## src/rtl/fp_pkg.sv

```systemverilog
// Shared IEEE-754 single-precision constants, FSM state type and operand classifiers
// for the sequential floating-point arithmetic blocks.
package fp_pkg;

  localparam int          FP_BIAS    = 127;
  localparam int          FP_EXP_MAX = 255;
  localparam logic [31:0] FP_QNAN    = 32'h7FC0_0000;
  localparam logic [31:0] FP_PINF    = 32'h7F80_0000;

  typedef enum logic [1:0] {
    IDLE = 2'd0,
    MUL  = 2'd1,
    NORM = 2'd2,
    DONE = 2'd3
  } state_t;

  function automatic logic is_nan(input logic [31:0] a);
    return (a[30:23] == 8'(FP_EXP_MAX)) && (a[22:0] != 23'd0);
  endfunction

  function automatic logic is_inf(input logic [31:0] a);
    return (a[30:23] == 8'(FP_EXP_MAX)) && (a[22:0] == 23'd0);
  endfunction

  // Denormals are flushed, so they classify together with zero.
  function automatic logic is_zero_or_denorm(input logic [31:0] a);
    return a[30:23] == 8'd0;
  endfunction

endpackage

```

## src/rtl/fp_round_norm.sv

```systemverilog
// Combinational normalise + round-to-nearest-even for a 48-bit mantissa product of two
// operands sharing biased exponent i_e; saturates to +Inf or flushes to zero.
module fp_round_norm
  import fp_pkg::*;
(
  input  logic [47:0] i_p,
  input  logic [7:0]  i_e,
  output logic [31:0] o_result,
  output logic        o_overflow,
  output logic        o_underflow
);

  logic               w_hi;
  logic [22:0]        w_mant;
  logic               w_guard;
  logic               w_sticky;
  logic               w_inc;
  logic [23:0]        w_rounded;
  logic               w_carry;
  logic signed [9:0]  w_er;

  // NOTE: every signal driven here gets a value on every path before any
  // conditional override, otherwise synthesis infers latches.
  always_comb begin
    w_hi        = i_p[47];
    w_mant      = w_hi ? i_p[46:24] : i_p[45:23];
    w_guard     = w_hi ? i_p[23]    : i_p[22];
    w_sticky    = w_hi ? (|i_p[22:0]) : (|i_p[21:0]);
    w_inc       = w_guard & (w_sticky | w_mant[0]);
    w_rounded   = {1'b0, w_mant} + {23'd0, w_inc};
    // An all-ones mantissa rounding up leaves zeros in w_rounded[22:0] already.
    w_carry     = w_rounded[23];
    w_er        = 10'({1'b0, i_e, 1'b0}) - 10'(FP_BIAS) + 10'(w_hi) + 10'(w_carry);

    o_result    = {1'b0, w_er[7:0], w_rounded[22:0]};
    o_overflow  = 1'b0;
    o_underflow = 1'b0;
    if (w_er >= 10'sd255) begin
      o_result   = FP_PINF;
      o_overflow = 1'b1;
    end else if (w_er <= 10'sd0) begin
      o_result    = 32'd0;
      o_underflow = 1'b1;
    end
  end

endmodule

```

## src/rtl/fp_square_seq.sv

```systemverilog
// Multi-cycle IEEE-754 single-precision squarer: iterative shift-add mantissa multiply,
// then normalise/round, behind valid/ready handshakes on input and output.
module fp_square_seq
  import fp_pkg::*;
#(
  parameter int BITS_PER_CYCLE = 1
) (
  input  logic        clk,
  input  logic        rst_n,
  input  logic        in_valid,
  output logic        in_ready,
  input  logic [31:0] A,
  output logic        out_valid,
  input  logic        out_ready,
  output logic [31:0] result,
  output logic        overflow,
  output logic        underflow,
  output logic        exception
);

  localparam int         STEPS     = 24 / BITS_PER_CYCLE;
  localparam logic [4:0] STEP_LAST = 5'(STEPS - 1);

  state_t      r_state;
  state_t      w_state_next;
  logic [7:0]  r_e;
  logic [47:0] r_mcand;
  logic [23:0] r_mplier;
  logic [47:0] r_acc;
  logic [4:0]  r_step;
  logic [31:0] r_result;
  logic        r_ovf;
  logic        r_unf;
  logic        r_exc;
  logic        r_out_valid;

  logic        w_special;
  logic        w_out_fire;
  logic [47:0] w_pp;
  logic [31:0] w_rn_result;
  logic        w_rn_ovf;
  logic        w_rn_unf;

  assign in_ready   = (r_state == IDLE);
  assign out_valid  = r_out_valid;
  assign result     = r_result;
  assign overflow   = r_ovf;
  assign underflow  = r_unf;
  assign exception  = r_exc;
  assign w_special  = is_zero_or_denorm(A) | is_nan(A) | is_inf(A);
  assign w_out_fire = r_out_valid & out_ready;

  // Partial product for the multiplier bits retired this cycle; r_mcand is pre-shifted.
  always_comb begin
    w_pp = '0;
    for (int i = 0; i < BITS_PER_CYCLE; i++) begin
      if (r_mplier[i]) w_pp = w_pp + (r_mcand << i);
    end
  end

  fp_round_norm u_round_norm (
    .i_p         (r_acc),
    .i_e         (r_e),
    .o_result    (w_rn_result),
    .o_overflow  (w_rn_ovf),
    .o_underflow (w_rn_unf)
  );

  always_comb begin
    w_state_next = r_state;
    case (r_state)
      IDLE:    if (in_valid) w_state_next = w_special ? DONE : MUL;
      MUL:     if (r_step == STEP_LAST) w_state_next = NORM;
      NORM:    w_state_next = DONE;
      DONE:    if (w_out_fire) w_state_next = IDLE;
      default: w_state_next = IDLE;
    endcase
  end

  // NOTE: sequential state uses non-blocking assignments only, so every register
  // samples the pre-edge values of its neighbours.
  // NOTE: every register, the datapath included, is cleared by reset so an aborted
  // operation leaves no residue visible on the outputs.
  always_ff @(posedge clk or negedge rst_n) begin
    if (!rst_n) begin
      r_state     <= IDLE;
      r_e         <= '0;
      r_mcand     <= '0;
      r_mplier    <= '0;
      r_acc       <= '0;
      r_step      <= '0;
      r_result    <= '0;
      r_ovf       <= 1'b0;
      r_unf       <= 1'b0;
      r_exc       <= 1'b0;
      r_out_valid <= 1'b0;
    end else begin
      r_state <= w_state_next;
      case (r_state)
        IDLE: begin
          if (in_valid) begin
            r_e      <= A[30:23];
            r_mcand  <= {24'd0, 1'b1, A[22:0]};
            r_mplier <= {1'b1, A[22:0]};
            r_acc    <= '0;
            r_step   <= '0;
            r_ovf    <= 1'b0;
            r_unf    <= 1'b0;
            r_exc    <= is_nan(A);
            if (is_nan(A))      r_result <= FP_QNAN;
            else if (is_inf(A)) r_result <= FP_PINF;
            else                r_result <= 32'd0;
          end
        end
        MUL: begin
          r_acc    <= r_acc + w_pp;
          r_mcand  <= r_mcand << BITS_PER_CYCLE;
          r_mplier <= r_mplier >> BITS_PER_CYCLE;
          r_step   <= r_step + 5'd1;
        end
        NORM: begin
          r_result <= w_rn_result;
          r_ovf    <= w_rn_ovf;
          r_unf    <= w_rn_unf;
        end
        DONE: begin
          // out_valid rises one cycle after entering DONE and drops on the handshake.
          r_out_valid <= ~w_out_fire;
          if (w_out_fire) begin
            r_ovf <= 1'b0;
            r_unf <= 1'b0;
            r_exc <= 1'b0;
          end
        end
        default: ;
      endcase
    end
  end

endmodule

```

## config.mk

```make
export PLATFORM = sky130hd
export DESIGN_NAME = fp_square_seq
export DESIGN_NICKNAME = d
export VERILOG_FILES = /design/src/rtl/fp_pkg.sv /design/src/rtl/fp_round_norm.sv /design/src/rtl/fp_square_seq.sv
export SDC_FILE = /design/constraint.sdc
export NUM_CORES = 1
export LEC_CHECK = 0
export BUFFER_PORTS_ARGS = -buffer_cell sky130_fd_sc_hd__buf_2
export CORE_AREA = 2 2 159 192
export CTS_CLUSTER_DIAMETER = 200
export DETAILED_ROUTE_END_ITERATION = 10
export DIE_AREA = 0 0 161 194
export GPL_TIMING_DRIVEN = 1
export HOLD_SLACK_MARGIN = 0.05
export PLACE_DENSITY_LB_ADDON = 0.3
export SYNTH_ARGS = -nofsm -noshare
export SYNTH_HDL_FRONTEND = slang
export SYNTH_SLANG_ARGS = --single-unit
```

## constraint.sdc

```tcl
create_clock -name clk -period 6.1 [get_ports clk]
set_input_delay 0.61 -clock clk [delete_from_list [all_inputs] [get_ports clk]]
set_output_delay 0.61 -clock clk [all_outputs]
set_load 0.01 [all_outputs]
```

**Word-level counts from Yosys, hierarchy flattened**

Index checks and enable logic that the tools add are counted.
W data, S select, Z words.

- Register bits: 171
- Logic and storage cells: 83
- Output and inout port bits: 37

- Muxes and demuxes: 32
- Bitwise operators: 6
- Reduce and logical (&&, ||, !) cells: 18
- Magnitude comparators: 2
- $add $sub $neg: 6
- Equal/unequal tests: 8

Operator list:

| cell | number |
|---|---|
| $pmux W48 S2 | 2 |
| $mux W48 | 3 |
| $mux W31 | 3 |
| $mux W32 | 2 |
| $pmux W32 S2 | 1 |
| $add A48 B48 Y48 | 1 |
| $pmux W24 S2 | 1 |
| $add A23 B1 Y24 | 1 |
| $mux W24 | 1 |
| $logic_not A23 Y1 | 1 |
| $mux W23 | 1 |
| $reduce_bool A23 Y1 | 1 |
| $reduce_or A23 Y1 | 1 |
| $reduce_or A22 Y1 | 1 |
| $add A10 B1 Y10 | 2 |
| $ge A10 B9 Y1 const B | 1 |
| $le A10 B1 Y1 const B | 1 |
| $pmux W5 S2 | 1 |
| $sub A9 B7 Y10 const B | 1 |
| $reduce_and A3 Y1 | 3 |
| $eq A8 B8 Y1 const B | 1 |
| $logic_not A8 Y1 | 1 |
| $mux W1 | 8 |
| $mux W2 | 4 |
| other kinds (17) | 29 |

**Longest topological paths before layout**

Gate-level depths: netlist of the first run.

- Depth after elaboration: 10
- Mapped depth: 23
- Gate-level depth less buffers: 21

**Hierarchy**

A second synthesis of the first run with hierarchy kept.

- Cell total of the unflattened synthesis: 1352
- Area, all modules: 11845.1 um^2

Modules (own cells, without submodules):

| module | times used | cells an instance | seq. area each (um^2) | area an instance (um^2) |
|---|---|---|---|---|
| fp_square_seq | 1 | 1099 | 4279.1 | 10199.8 |
| fp_round_norm | 1 | 253 | 0.0 | 1645.3 |

**Worst setup path after synthesis of the first run**

No wires, ideal clock.

- Kind: reg-to-reg
- From: register r_acc[47]
- To: register r_result[10], in the netlist result[10]
- Cell stages (with the launch flop): 22
- Path slack: 2039 ps
- Arrival: 3994 ps
- Data required time: 6034 ps
- Path buffers: 2
- Cell sequence: dfrtp_1 buf_2 nand2b_1 a21oi_1 o211a_1 and2_1 and3_1 nand2_1 nor2_1 nand3_1 ha_1 nand3b_1 xor2_1 and4b_1 nand3_1 o21a_1 nor2_1 o21bai_1 nand2_1 nor3b_1 clkbuf_1 a22o_1

- Word-level cells in the longest chain between the ends: 9

RTL lines:

| what | RTL line | source |
|---|---|---|
| start, declared | fp_square_seq.sv:29 | `logic [47:0] r_acc;` |
| start signal, assigned | fp_square_seq.sv:116 | `r_acc <= r_acc + w_pp;` |
| $mux W1 / $mux W23 (equally long branches) | fp_round_norm.sv:28, fp_round_norm.sv:26 |  |
| $or A1 B1 Y1 | fp_round_norm.sv:29 | `w_inc = w_guard & (w_sticky \| w_mant[0]);` |
| $and A1 B1 Y1 | fp_round_norm.sv:29 |  |
| $add A23 B1 Y24 | fp_round_norm.sv:30 | `w_rounded = {1'b0, w_mant} + {23'd0, w_inc};` |
| $add A10 B1 Y10 | fp_round_norm.sv:33 | `w_er = 10'({1'b0, i_e, 1'b0}) - 10'(FP_BIAS) + 10'(w_hi) + 10'(w_carry);` |
| $le A10 B1 Y1 | fp_round_norm.sv:41 | `end else if (w_er <= 10'sd0) begin` |
| $mux W31 | fp_round_norm.sv:41 |  |
| $mux W32 * | fp_round_norm.sv:38 | `if (w_er >= 10'sd255) begin` |
| $pmux W32 S2 * | fp_square_seq.sv:99 | `case (r_state)` |
| end signal, assigned | fp_square_seq.sv:122 | `r_result <= w_rn_result;` |
| end, declared | fp_square_seq.sv:31 | `logic [31:0] r_result;` |

Every way passes the cells marked *; elsewhere a longest branch is shown, timed or not.
A chain may end at the register's enable or synchronous reset.

**Worst setup path after layout of the first run**

- From: register r_acc[47]
- To: register r_result[28], in the netlist result[28]

- Word-level cells in the longest chain between the ends: 9

RTL lines:

| what | RTL line |
|---|---|
| $mux W1 / $mux W23 (equally long branches) | fp_round_norm.sv:28, fp_round_norm.sv:26 |
| $or A1 B1 Y1 | fp_round_norm.sv:29 |
| $and A1 B1 Y1 | fp_round_norm.sv:29 |
| $add A23 B1 Y24 | fp_round_norm.sv:30 |
| $add A10 B1 Y10 * | fp_round_norm.sv:33 |
| $le A10 B1 Y1 | fp_round_norm.sv:41 |
| $mux W31 | fp_round_norm.sv:41 |
| $mux W32 * | fp_round_norm.sv:38 |
| $pmux W32 S2 * | fp_square_seq.sv:99 |

Marks and branches as above.

==> results of run 1 <==
[placed cells by master, fill, tap and decap left out, types with 7 or more instances in the layout]
| master | n |
|---|---|
| nand2_1 | 173 |
| dfrtp_1 | 170 |
| o21ai_0 | 124 |
| a21oi_1 | 104 |
| buf_2 | 69 |
| and2_1 | 55 |
| ha_1 | 54 |
| a22o_1 | 50 |
| nor2_1 | 49 |
| xnor2_1 | 45 |
| xor2_1 | 37 |
| a21o_1 | 34 |
| nor2b_1 | 33 |
| nand3_1 | 25 |
| nand4_1 | 19 |
| clkbuf_16 | 17 |
| inv_1 | 16 |
| nor3_1 | 16 |
| nor4_1 | 14 |
| mux2_2 | 13 |
| mux2i_1 | 10 |
| o21bai_1 | 9 |
| buf_4 | 9 |
| o21a_1 | 8 |
| and3_1 | 7 |
[layout make-up]
cell class	instances	area [um2]	share of cell area [%]
Clock inverter	15	176	1.47
Multi-Input combinational cell	962	6170	51.4
Timing Repair Buffer	79	424	3.53
Sequential cell	170	4250	35.4
Inverter	16	60.1	0.500
Clock buffer	17	425	3.54
Tap cell	390	488	4.07
[metal layers]
metal	global-route usage, %	up-vias
li1	-	4415
met1	22.2	4210
met2	29.4	135
met3	2.31	28
met4	4.00	0
met5	0	-
[worst reg2reg max path: stages, from the launching register on]
cell	delay (ns)
dfrtp_1	0.60
buf_4	0.35
mux2_2	0.20
nand4_1	0.15
nor3_1	0.26
and2_1	0.22
and3_1	0.21
nand2_1	0.15
nor2_1	0.19
nand3_1	0.10
ha_1	0.21
inv_1	0.06
ha_1	0.20
nand2_1	0.07
nor2_1	0.36
a21oi_1	0.15
xnor2_1	0.16
o31ai_1	0.14
a21boi_0	0.17
and2_1	0.19
o21ai_0	0.41
o311ai_0	0.24
[flip-flops by register name, summed over array words and instances (netlist names), 2 cells and up]
register and flops:
r_acc 48, r_e 8, r_mcand 48, r_mplier 24
r_state 2, r_step 5, result 31
[power groups by stage]
| stage | combinational, mW | sequential (mW) | clock, mW |
|---|---|---|---|
| 2_1_floorplan | 1.68 | 1.75 | 0 |
| 3_3_place_gp | 2.13 | 1.85 | 0 |
| 3_5_place_dp | 2.17 | 1.86 | 0 |
| 4_1_cts | 2.18 | 1.84 | 1.16 |
| 5_1_grt | 2.45 | 1.91 | 1.21 |
| 6_report | 2.15 | 1.84 | 1.13 |
[path summary, 6_finish.rpt]
check,end,slack (ns),cells past startpoint
worst max-delay path,result[28],1.17,21
worst min-delay path,r_mcand[37],0.30,1
worst max register to register,result[28],1.17,21
worst min register to register,result[19],0.48,2
max in group asynchronous,r_mcand[42],4.36,2
min in group clk,r_mcand[0],0.44,2
[cell families (layout without fill, tap and decap cells)]
group / Yosys count / count (layout)
multiplexers: 23 / 23
flip-flops: 170 / 170
AO/OA/AOI/OAI: 386 / 386
other: 1 / 1
AND/OR/NAND/NOR: 413 / 413
buffers and inverters: 88 / 127
adder cells (fa/ha/maj): 57 / 57
XOR/XNOR: 82 / 82
[metrics by stage]
stage	setup slack (ns)	cell area (um2)	hold slack, ns	utilization [%]	power, mW
3_3_place_gp	1.37	11400	0.465	38.8	3.98
4_1_cts	1.22	12000	0.371	40.9	5.18
2_1_floorplan	2.04	10700	0.314	-	3.43
6_report	1.17	12000	0.305	40.9	5.13
3_5_place_dp	1.24	11400	0.470	38.8	4.03
5_1_grt	0.701	12000	0.404	40.9	5.56
==> results.py, run 1 <==
metrics = {
    "run_status": {
        "status": "finished clean",
    },
    "critical_path": {
        "critPathLaunchType": "flip-flop",
        "cp_top_family": "simple AND/OR/NAND/NOR gates",
        "r2r_start": "r_acc[47]",
        "cp_slowest_cell": "dfrtp_1",
        "worst_ep_arrival_time_ns": 5.18,
        "slowest_delay_ns": 0.60,
        "required_ns": 6.36,
        "worstSetupEndpointType": "flip-flop",
        "path_buf_inv": 2,
        "critPathLaunch": "r_acc[47]",
        "crit_fanout": 21,
        "crit_path_cell_trace": "buf_4, mux2_2, nand4_1, nor3_1, and2_1, and3_1, nand2_1, nor2_1, nand3_1, ha_1, inv_1, ha_1, nand2_1, nor2_1, a21oi_1, xnor2_1, o31ai_1, a21boi_0, and2_1, o21ai_0, o311ai_0",
        "path_class": "flip-flop to flip-flop",
    },
    "floorplanning": {
        "die_h_um": 194,
        "coreArea_mm2": 0.0294,
        "die_w_um": 161,
        "start_util_pct": 36.6,
        "io_pins": 73,
        "row_count": 69,
        "die-area_mm2": 0.0312,
    },
    "global_route": {
        "first_global_vias": 8638,
        "antenna_found_initial": 0,
        "grtUsageTotal_pct": 16.9,
        "grt_remaining_overflow": 0,
        "grt_pass1_wl_um": 43600,
        "grt_max_degree": 112,
    },
    "synthesis": {
        "ys_seq_elements": 170,
        "synth.largest_area_cell": "dfrtp_1",
        "synth_top_cell_area_share_pct": 39.6,
        "synthAdderAreaFrac_pct": 6.68,
        "muxShareOfSynthArea_pct": 2.29,
        "synth_edf_count": 0,
        "yosysMostFrequentCell": "nand2_1",
        "synth-xor-area-share_pct": 6.68,
        "ys.flop_type": "dfrtp_1",
        "async_flop_share_pct": 100,
        "synth-compound-area-share_pct": 22.9,
        "synth_common_cells": "174 x nand2_1, 170 x dfrtp_1, 124 x o21ai_0",
        "netlist_area_mm2": 0.0107,
        "synthSimpleGateAreaFrac_pct": 18.7,
        "synth_top_family_by_area": "compound AO/OA/AOI/OAI gates",
        "synth_area_per_cell_um2": 8.81,
        "synthCells": 1220,
        "yosys-top-cells-area": "dfrtp_1 40%, ha_1 6.4%, nand2_1 6.1%",
        "synth_warnings": 0,
        "yosysSeqAreaShare_pct": 39.6,
        "ys_types": 64,
        "synth_nets": 1312,
    },
    "clock_tree": {
        "cts_made_buffers": 17,
        "insertion_delay_ns": 0.43,
        "clock_path_buffers": 2,
        "h-tree-depth": 4,
        "cts_hold_buffers": 0,
        "root_buffer": "clkbuf_16",
        "cts.clk_slew.worst_paths_ns": 0.08,
        "cts_setup_buffers": 0,
        "cts_resized": 0,
        "cts_tree": "done",
        "clock-sinks": 170,
    },
    "sta": {
        "period_needed_ns": 4.93,
        "fin_worst_skew_ns": 0.0130,
        "slew_viol_final": 0,
        "setup_violations": 0,
        "maxSlewHeadroom_pct": 24.5,
        "worstMarginPinSlew_ns": 1.13,
        "fin_tns_setup_ns": 0,
        "clock.fmax_mhz": 203,
        "finalCritPeriodShare_pct": 80.8,
        "final_hold_viol_count": 0,
        "rsz0062_at_grt": "false",
    },
    "power_and_ir_drop": {
        "p_sw_mw": 2.21,
        "seq_power_share_pct": 35.9,
        "power.leakage_nw": 5.48,
        "power_density_mw_per_mm2": 427,
        "combPwrFrac_pct": 42.0,
        "irDropWorstVdd_v": 0.000363,
        "p_clk_share_pct": 22.1,
        "swShare_pct": 43.0,
        "p_int_mw": 2.92,
    },
    "placement": {
        "port_buffers": 70,
        "dp.cells": 1617,
        "hpwl_um": 18800,
        "place.gp.congestion": 0.884,
    },
    "drt": {
        "routed-wl-met3_um": 642,
        "avgRoutedWirePerCell_um": 15.8,
        "dr.pass1.iters": 5,
        "num_vias": 8788,
        "first_iter_violations": 479,
        "wl_um": 26000,
        "wl_met1_um": 12100,
        "wl_met2_um": 12800,
        "viasPerCell": 5.33,
        "top_layer_used": "met4",
        "drc": 0,
        "ant_nets": 0,
    },
    "run": {
        "max_cap_viol_count": 0,
    },
    "final_layout": {
        "nets": 1338,
        "stdcell_count": 1649,
        "nFillCells": 2961,
        "antenna_cells": 0,
        "drive_gt1_share_pct": 11.4,
        "layout-area-overhead-vs-synth_pct": 11.7,
    },
    "min_path": {
        "hold_path_class": "input pin to async pin",
    },
}
Note: power is estimated with default switching activity, not from simulation.
==> run 2, diff against run 1 <==
clock period = 4.9 ns   (was 6.1 ns; I/O delays follow)
==> results.py, run 2 (synthesized netlist as in run 1, its figures left out) <==
metrics = {
    "placement": {
        "dp.cells": 1625,
        "place.gp.congestion": 0.872,
        "port_buffers": 70,
        "placed_area_mm2": 0.0115,
        "hpwl_um": 19000,
    },
    "critical_path": {
        "reg2regPathDepth": 20,
        "worst_ep_arrival_time_ns": 4.77,
        "path_class": "flip-flop to flip-flop",
        "cp_top_family": "simple AND/OR/NAND/NOR gates",
        "crit_fanout": 23,
        "slowest_delay_ns": 0.51,
        "crit_path_cell_trace": "nand2b_1, a21oi_1, o211a_1, and2_1, and3_1, nand2_1, nor2_1, nand3_1, ha_1, nand3b_1, xor2_1, and4b_1, nand3_1, o21a_1, nor2_1, o21bai_1, nand2_1, nor3b_2, buf_4, a221o_1",
        "worstSetupEndpointType": "flip-flop",
        "cp_slowest_cell": "dfrtp_2",
        "path_buf_inv": 1,
        "reg2reg_to": "result[22]",
        "required_ns": 5.21,
        "r2r_start": "r_acc[47]",
        "critPathLaunchType": "flip-flop",
        "ff2ff_setup_slack_ns": 0.44,
    },
    "power_and_ir_drop": {
        "power.leakage_nw": 5.51,
        "power_mw": 6.37,
        "irDropWorstVdd_v": 0.000286,
        "power_density_mw_per_mm2": 529,
    },
    "final_layout": {
        "nets": 1346,
        "stdcell_count": 1657,
        "multi_input_area_mm2": 0.00617,
        "nFillCells": 2998,
        "seq_area_mm2": 0.00426,
        "antenna_cells": 0,
        "stdcell_area_mm2": 0.0121,
        "final_cell_mix": "174 x nand2_1, 169 x dfrtp_1, 123 x o21ai_0",
        "layout_commonest_cell": "nand2_1",
        "layout-area-overhead-vs-synth_pct": 12.1,
        "drive_gt1_share_pct": 12.0,
    },
    "floorplanning": {
        "coreArea_mm2": 0.0294,
        "die_h_um": 194,
        "io_pins": 73,
        "die-area_mm2": 0.0312,
        "die_w_um": 161,
        "start_util_pct": 36.6,
        "row_count": 69,
    },
    "global_route": {
        "grtUsageTotal_pct": 17.0,
        "antenna_found_initial": 0,
        "first_global_vias": 8677,
        "grt_max_degree": 95,
        "grt_pass1_wl_um": 43600,
        "grt_remaining_overflow": 0,
    },
    "sta": {
        "rsz0062_at_grt": "false",
        "final_hold_viol_count": 0,
        "fin_worst_skew_ns": 0.0135,
        "maxSlewHeadroom_pct": 24.2,
        "period_needed_ns": 4.46,
        "clock.fmax_mhz": 224,
        "slew_viol_final": 0,
        "fin_tns_setup_ns": 0,
        "setup_violations": 0,
        "finalCritPeriodShare_pct": 91.0,
        "worstMarginPinSlew_ns": 1.14,
    },
    "clock_tree": {
        "cts_hold_buffers": 0,
        "clock_path_buffers": 2,
        "cts_tree": "done",
        "insertion_delay_ns": 0.43,
        "root_buffer": "clkbuf_16",
        "cts.clk_slew.worst_paths_ns": 0.07,
        "clock-sinks": 170,
        "h-tree-depth": 4,
        "cts_made_buffers": 17,
    },
    "drt": {
        "first_iter_violations": 444,
        "ant_nets": 0,
        "num_vias": 8716,
        "drc": 0,
        "viasPerCell": 5.26,
        "dr.pass1.iters": 5,
        "avgRoutedWirePerCell_um": 15.7,
        "wl_um": 26100,
    },
    "min_path": {
        "hold_path_class": "input pin to async pin",
    },
    "run_status": {
        "status": "finished clean",
    },
    "run": {
        "max_cap_viol_count": 0,
    },
}
-- run 2: area by class of cell --
cell class              count  share of cell area, %
inverters                  16                  0.498
well taps                 390                   4.05
flip-flops and latches    170                   35.3
repair buffers             87                   4.12
multi-input cells         962                   51.2
clock buffers              18                   3.64
clock inverters            14                   1.14
-- run 2: power breakdown --
part / internal (mW) / switching (mW) / total (mW)
Sequential: 1.87 / 0.374 / 2.24
Clock: 0.726 / 0.623 / 1.35
Combinational: 1.03 / 1.75 / 2.78
-- run 2: how the worst max path moves through the flow --
stage,startpoint,to,slack (ns),cells after the start
2_1_floorplan,r_acc[47],result[10],0.84,21
3_3_place_gp,r_acc[47],result[27],0.38,20
5_1_grt,r_acc[47],result[22],0.02,20
3_5_place_dp,r_acc[47],result[28],0.30,20
6_report,r_acc[47],result[22],0.44,20
4_1_cts,r_acc[47],result[28],0.30,20
-- run 2: metrics by stage --
| stage | hold slack [ns] | utilization [%] | setup WS, ns |
|---|---|---|---|
| global placement | 0.466 | 39.1 | 0.380 |
| CTS | 0.189 | 41.0 | 0.303 |
| floorplan | 0.194 | - | 0.839 |
| global route | 0.225 | 41.1 | 0.0175 |
| finish | 0.144 | 41.1 | 0.442 |
| detailed placement | 0.464 | 39.1 | 0.299 |
-- run 2: per-layer routing --
layer | global-route usage (%) | share of wire (%) | wire length (um) | vias up
met4 | 4.23 | 1.3 | 340 | 0
met1 | 22.2 | 47 | 12200 | 4154
li1 | - | - | - | 4417
met2 | 29.6 | 49 | 12800 | 125
met5 | 0 | 0 | 0 | -
met3 | 2.57 | 2.7 | 716 | 20
-- run 2: worst register-to-register path: cells and delay by family, from the launching register on --
family / cells / cell delay, ns
XOR/XNOR: 1 / 0.26
buffers and inverters: 1 / 0.23
flip-flops: 1 / 0.51
AO/OA/AOI/OAI: 5 / 1.16
AND/OR/NAND/NOR: 12 / 1.98
adder cells (fa/ha/maj): 1 / 0.20
-- run 2: what timing repair did --
action / in CTS / in global routing
gates resized for setup: 0 / 3
setup buffers: 0 / 0
setup endpoints to repair: 0 / 30
==> run 3, diff against run 2 <==
==> constraint.sdc (replaced) <==
create_clock -name clk -period 4.9 [get_ports clk]
set_input_delay 0.735 -clock clk [delete_from_list [all_inputs] [get_ports clk]]
set_output_delay 0.735 -clock clk [all_outputs]
set_load 0.01 [all_outputs]
==> results.py, run 3 (synthesized netlist as in run 1, its figures left out) <==
metrics = {
    "final_layout": {
        "layout-area-overhead-vs-synth_pct": 12.4,
        "stdcell_count": 1655,
        "nets": 1345,
        "antenna_cells": 0,
        "layout_commonest_cell": "nand2_1",
        "final_cell_mix": "173 x nand2_1, 169 x dfrtp_1, 123 x o21ai_0",
        "drive_gt1_share_pct": 11.8,
        "utilization_pct": 41.2,
    },
    "power_and_ir_drop": {
        "power.leakage_nw": 5.52,
        "irDropWorstVdd_v": 0.000378,
        "power_density_mw_per_mm2": 535,
        "power_mw": 6.46,
    },
    "run": {
        "max_cap_viol_count": 0,
    },
    "critical_path": {
        "critPathLaunchType": "flip-flop",
        "required_ns": 5.22,
        "cp_slowest_cell": "dfrtp_2",
        "path_class": "flip-flop to flip-flop",
        "worst_ep_arrival_time_ns": 4.77,
        "path_buf_inv": 1,
        "crit_path_cell_trace": "nand2b_1, a21oi_1, o211a_1, and2_1, and3_1, nand2_1, nor2_1, nand3_1, ha_1, nand3b_1, xor2_1, and4b_1, nand3_1, o21a_1, nor2_1, o21bai_1, nand2_1, nor3b_2, buf_4, a221o_1",
        "crit_fanout": 23,
        "worstSetupEndpointType": "flip-flop",
        "cp_top_family": "simple AND/OR/NAND/NOR gates",
        "slowest_delay_ns": 0.51,
    },
    "drt": {
        "wl_met2_um": 13100,
        "drc": 0,
        "wl_met1_um": 12300,
        "viasPerCell": 5.40,
        "top_layer_used": "met4",
        "avgRoutedWirePerCell_um": 16.1,
        "wl_um": 26600,
        "routed-wl-met3_um": 698,
        "ant_nets": 0,
        "dr.pass1.iters": 5,
        "num_vias": 8929,
        "first_iter_violations": 509,
    },
    "floorplanning": {
        "die-area_mm2": 0.0312,
        "die_w_um": 161,
        "io_pins": 73,
        "start_util_pct": 36.6,
        "die_h_um": 194,
        "row_count": 69,
        "coreArea_mm2": 0.0294,
    },
    "placement": {
        "port_buffers": 70,
        "hpwl_um": 19400,
        "dp.cells": 1624,
        "place.gp.congestion": 0.876,
    },
    "sta": {
        "slew_viol_final": 0,
        "worstMarginPinSlew_ns": 1.19,
        "final_hold_viol_count": 0,
        "period_needed_ns": 4.45,
        "fin_tns_setup_ns": 0,
        "fin_hold_ws_ns": 0.331,
        "clock.fmax_mhz": 225,
        "setup_violations": 0,
        "finalCritPeriodShare_pct": 90.9,
        "rsz0062_at_grt": "false",
        "maxSlewHeadroom_pct": 20.8,
        "fin_worst_skew_ns": 0.00927,
    },
    "global_route": {
        "antenna_found_initial": 0,
        "grt_pass1_wl_um": 44600,
        "grt_remaining_overflow": 0,
        "grt_max_degree": 93,
        "first_global_vias": 8807,
        "grtUsageTotal_pct": 17.4,
    },
    "run_status": {
        "status": "finished clean",
    },
    "clock_tree": {
        "h-tree-depth": 4,
        "clock-sinks": 170,
        "cts_tree": "done",
        "cts.clk_slew.worst_paths_ns": 0.07,
        "cts_made_buffers": 17,
        "cts_hold_buffers": 0,
        "root_buffer": "clkbuf_16",
        "insertion_delay_ns": 0.43,
        "cts_setup_buffers": 0,
        "cts_resized": 0,
        "clock_path_buffers": 2,
    },
    "min_path": {
        "hold_path_class": "input pin to async pin",
    },
}
run 3: cell count changes in the layout (fill, tap and decap cells not counted), sizes merged:
| cell | before | now |
|---|---|---|
| clkinv | 5 | 2 |
| buf | 87 | 86 |
| bufinv | 1 | 3 |
run 3: through the flow:
| step | area [um2] | worst slack, ns |
|---|---|---|
| 6_report | 12100 | 0.448 |
| 3_3_place_gp | 11500 | 0.419 |
| 5_1_grt | 12100 | 0.0364 |
| 3_5_place_dp | 11500 | 0.215 |
| 4_1_cts | 12100 | 0.216 |
| 2_1_floorplan | 10700 | 0.839 |
run 3: report_power, final:
part | total, mW | internal, mW | switching, mW | leakage, nW
Sequential | 2.28 | 1.87 | 0.414 | 2.24
Clock | 1.42 | 0.814 | 0.605 | 0.289
Combinational | 2.76 | 1.03 | 1.73 | 2.99
run 3: layer usage:
metal  up-vias  global-route usage, %
li1       4429                      -
met1      4311                   23.0
met2       149                   29.7
met3        40                   2.44
met4         0                   4.70
met5         -                      0
run 3: area by class of cell:
cell class / count / area [um2]
Fill cell: 2945 / 17300
Timing Repair Buffer: 86 / 489
Clock buffer: 18 / 429
Tap cell: 390 / 488
Inverter: 16 / 60.1
Multi-Input combinational cell: 962 / 6170
Clock inverter: 13 / 184
Sequential cell: 170 / 4260
run 3: path summary, 6_finish.rpt:
| check | to | from | depth (start not counted) | slack [ns] |
|---|---|---|---|---|
| max | result[22] | r_acc[47] | 20 | 0.45 |
| min | r_mcand[39] | rst_n | 1 | 0.33 |
| max reg2reg | result[22] | r_acc[47] | 20 | 0.45 |
| min reg2reg | result[19] | result[19] | 2 | 0.47 |
| max in group asynchronous | r_acc[47] | rst_n | 2 | 3.40 |
| min in group clk | result[19] | result[19] | 2 | 0.47 |
run 3: worst register-to-register path: stages (launching register included):
cell and delay (ns):
dfrtp_2 0.51, nand2b_1 0.20, a21oi_1 0.22, o211a_1 0.29, and2_1 0.20, and3_1 0.21
nand2_1 0.14, nor2_1 0.19, nand3_1 0.10, ha_1 0.20, nand3b_1 0.23, xor2_1 0.27
and4b_1 0.23, nand3_1 0.11, o21a_1 0.19, nor2_1 0.09, o21bai_1 0.10, nand2_1 0.23
nor3b_2 0.08, buf_4 0.23, a221o_1 0.32
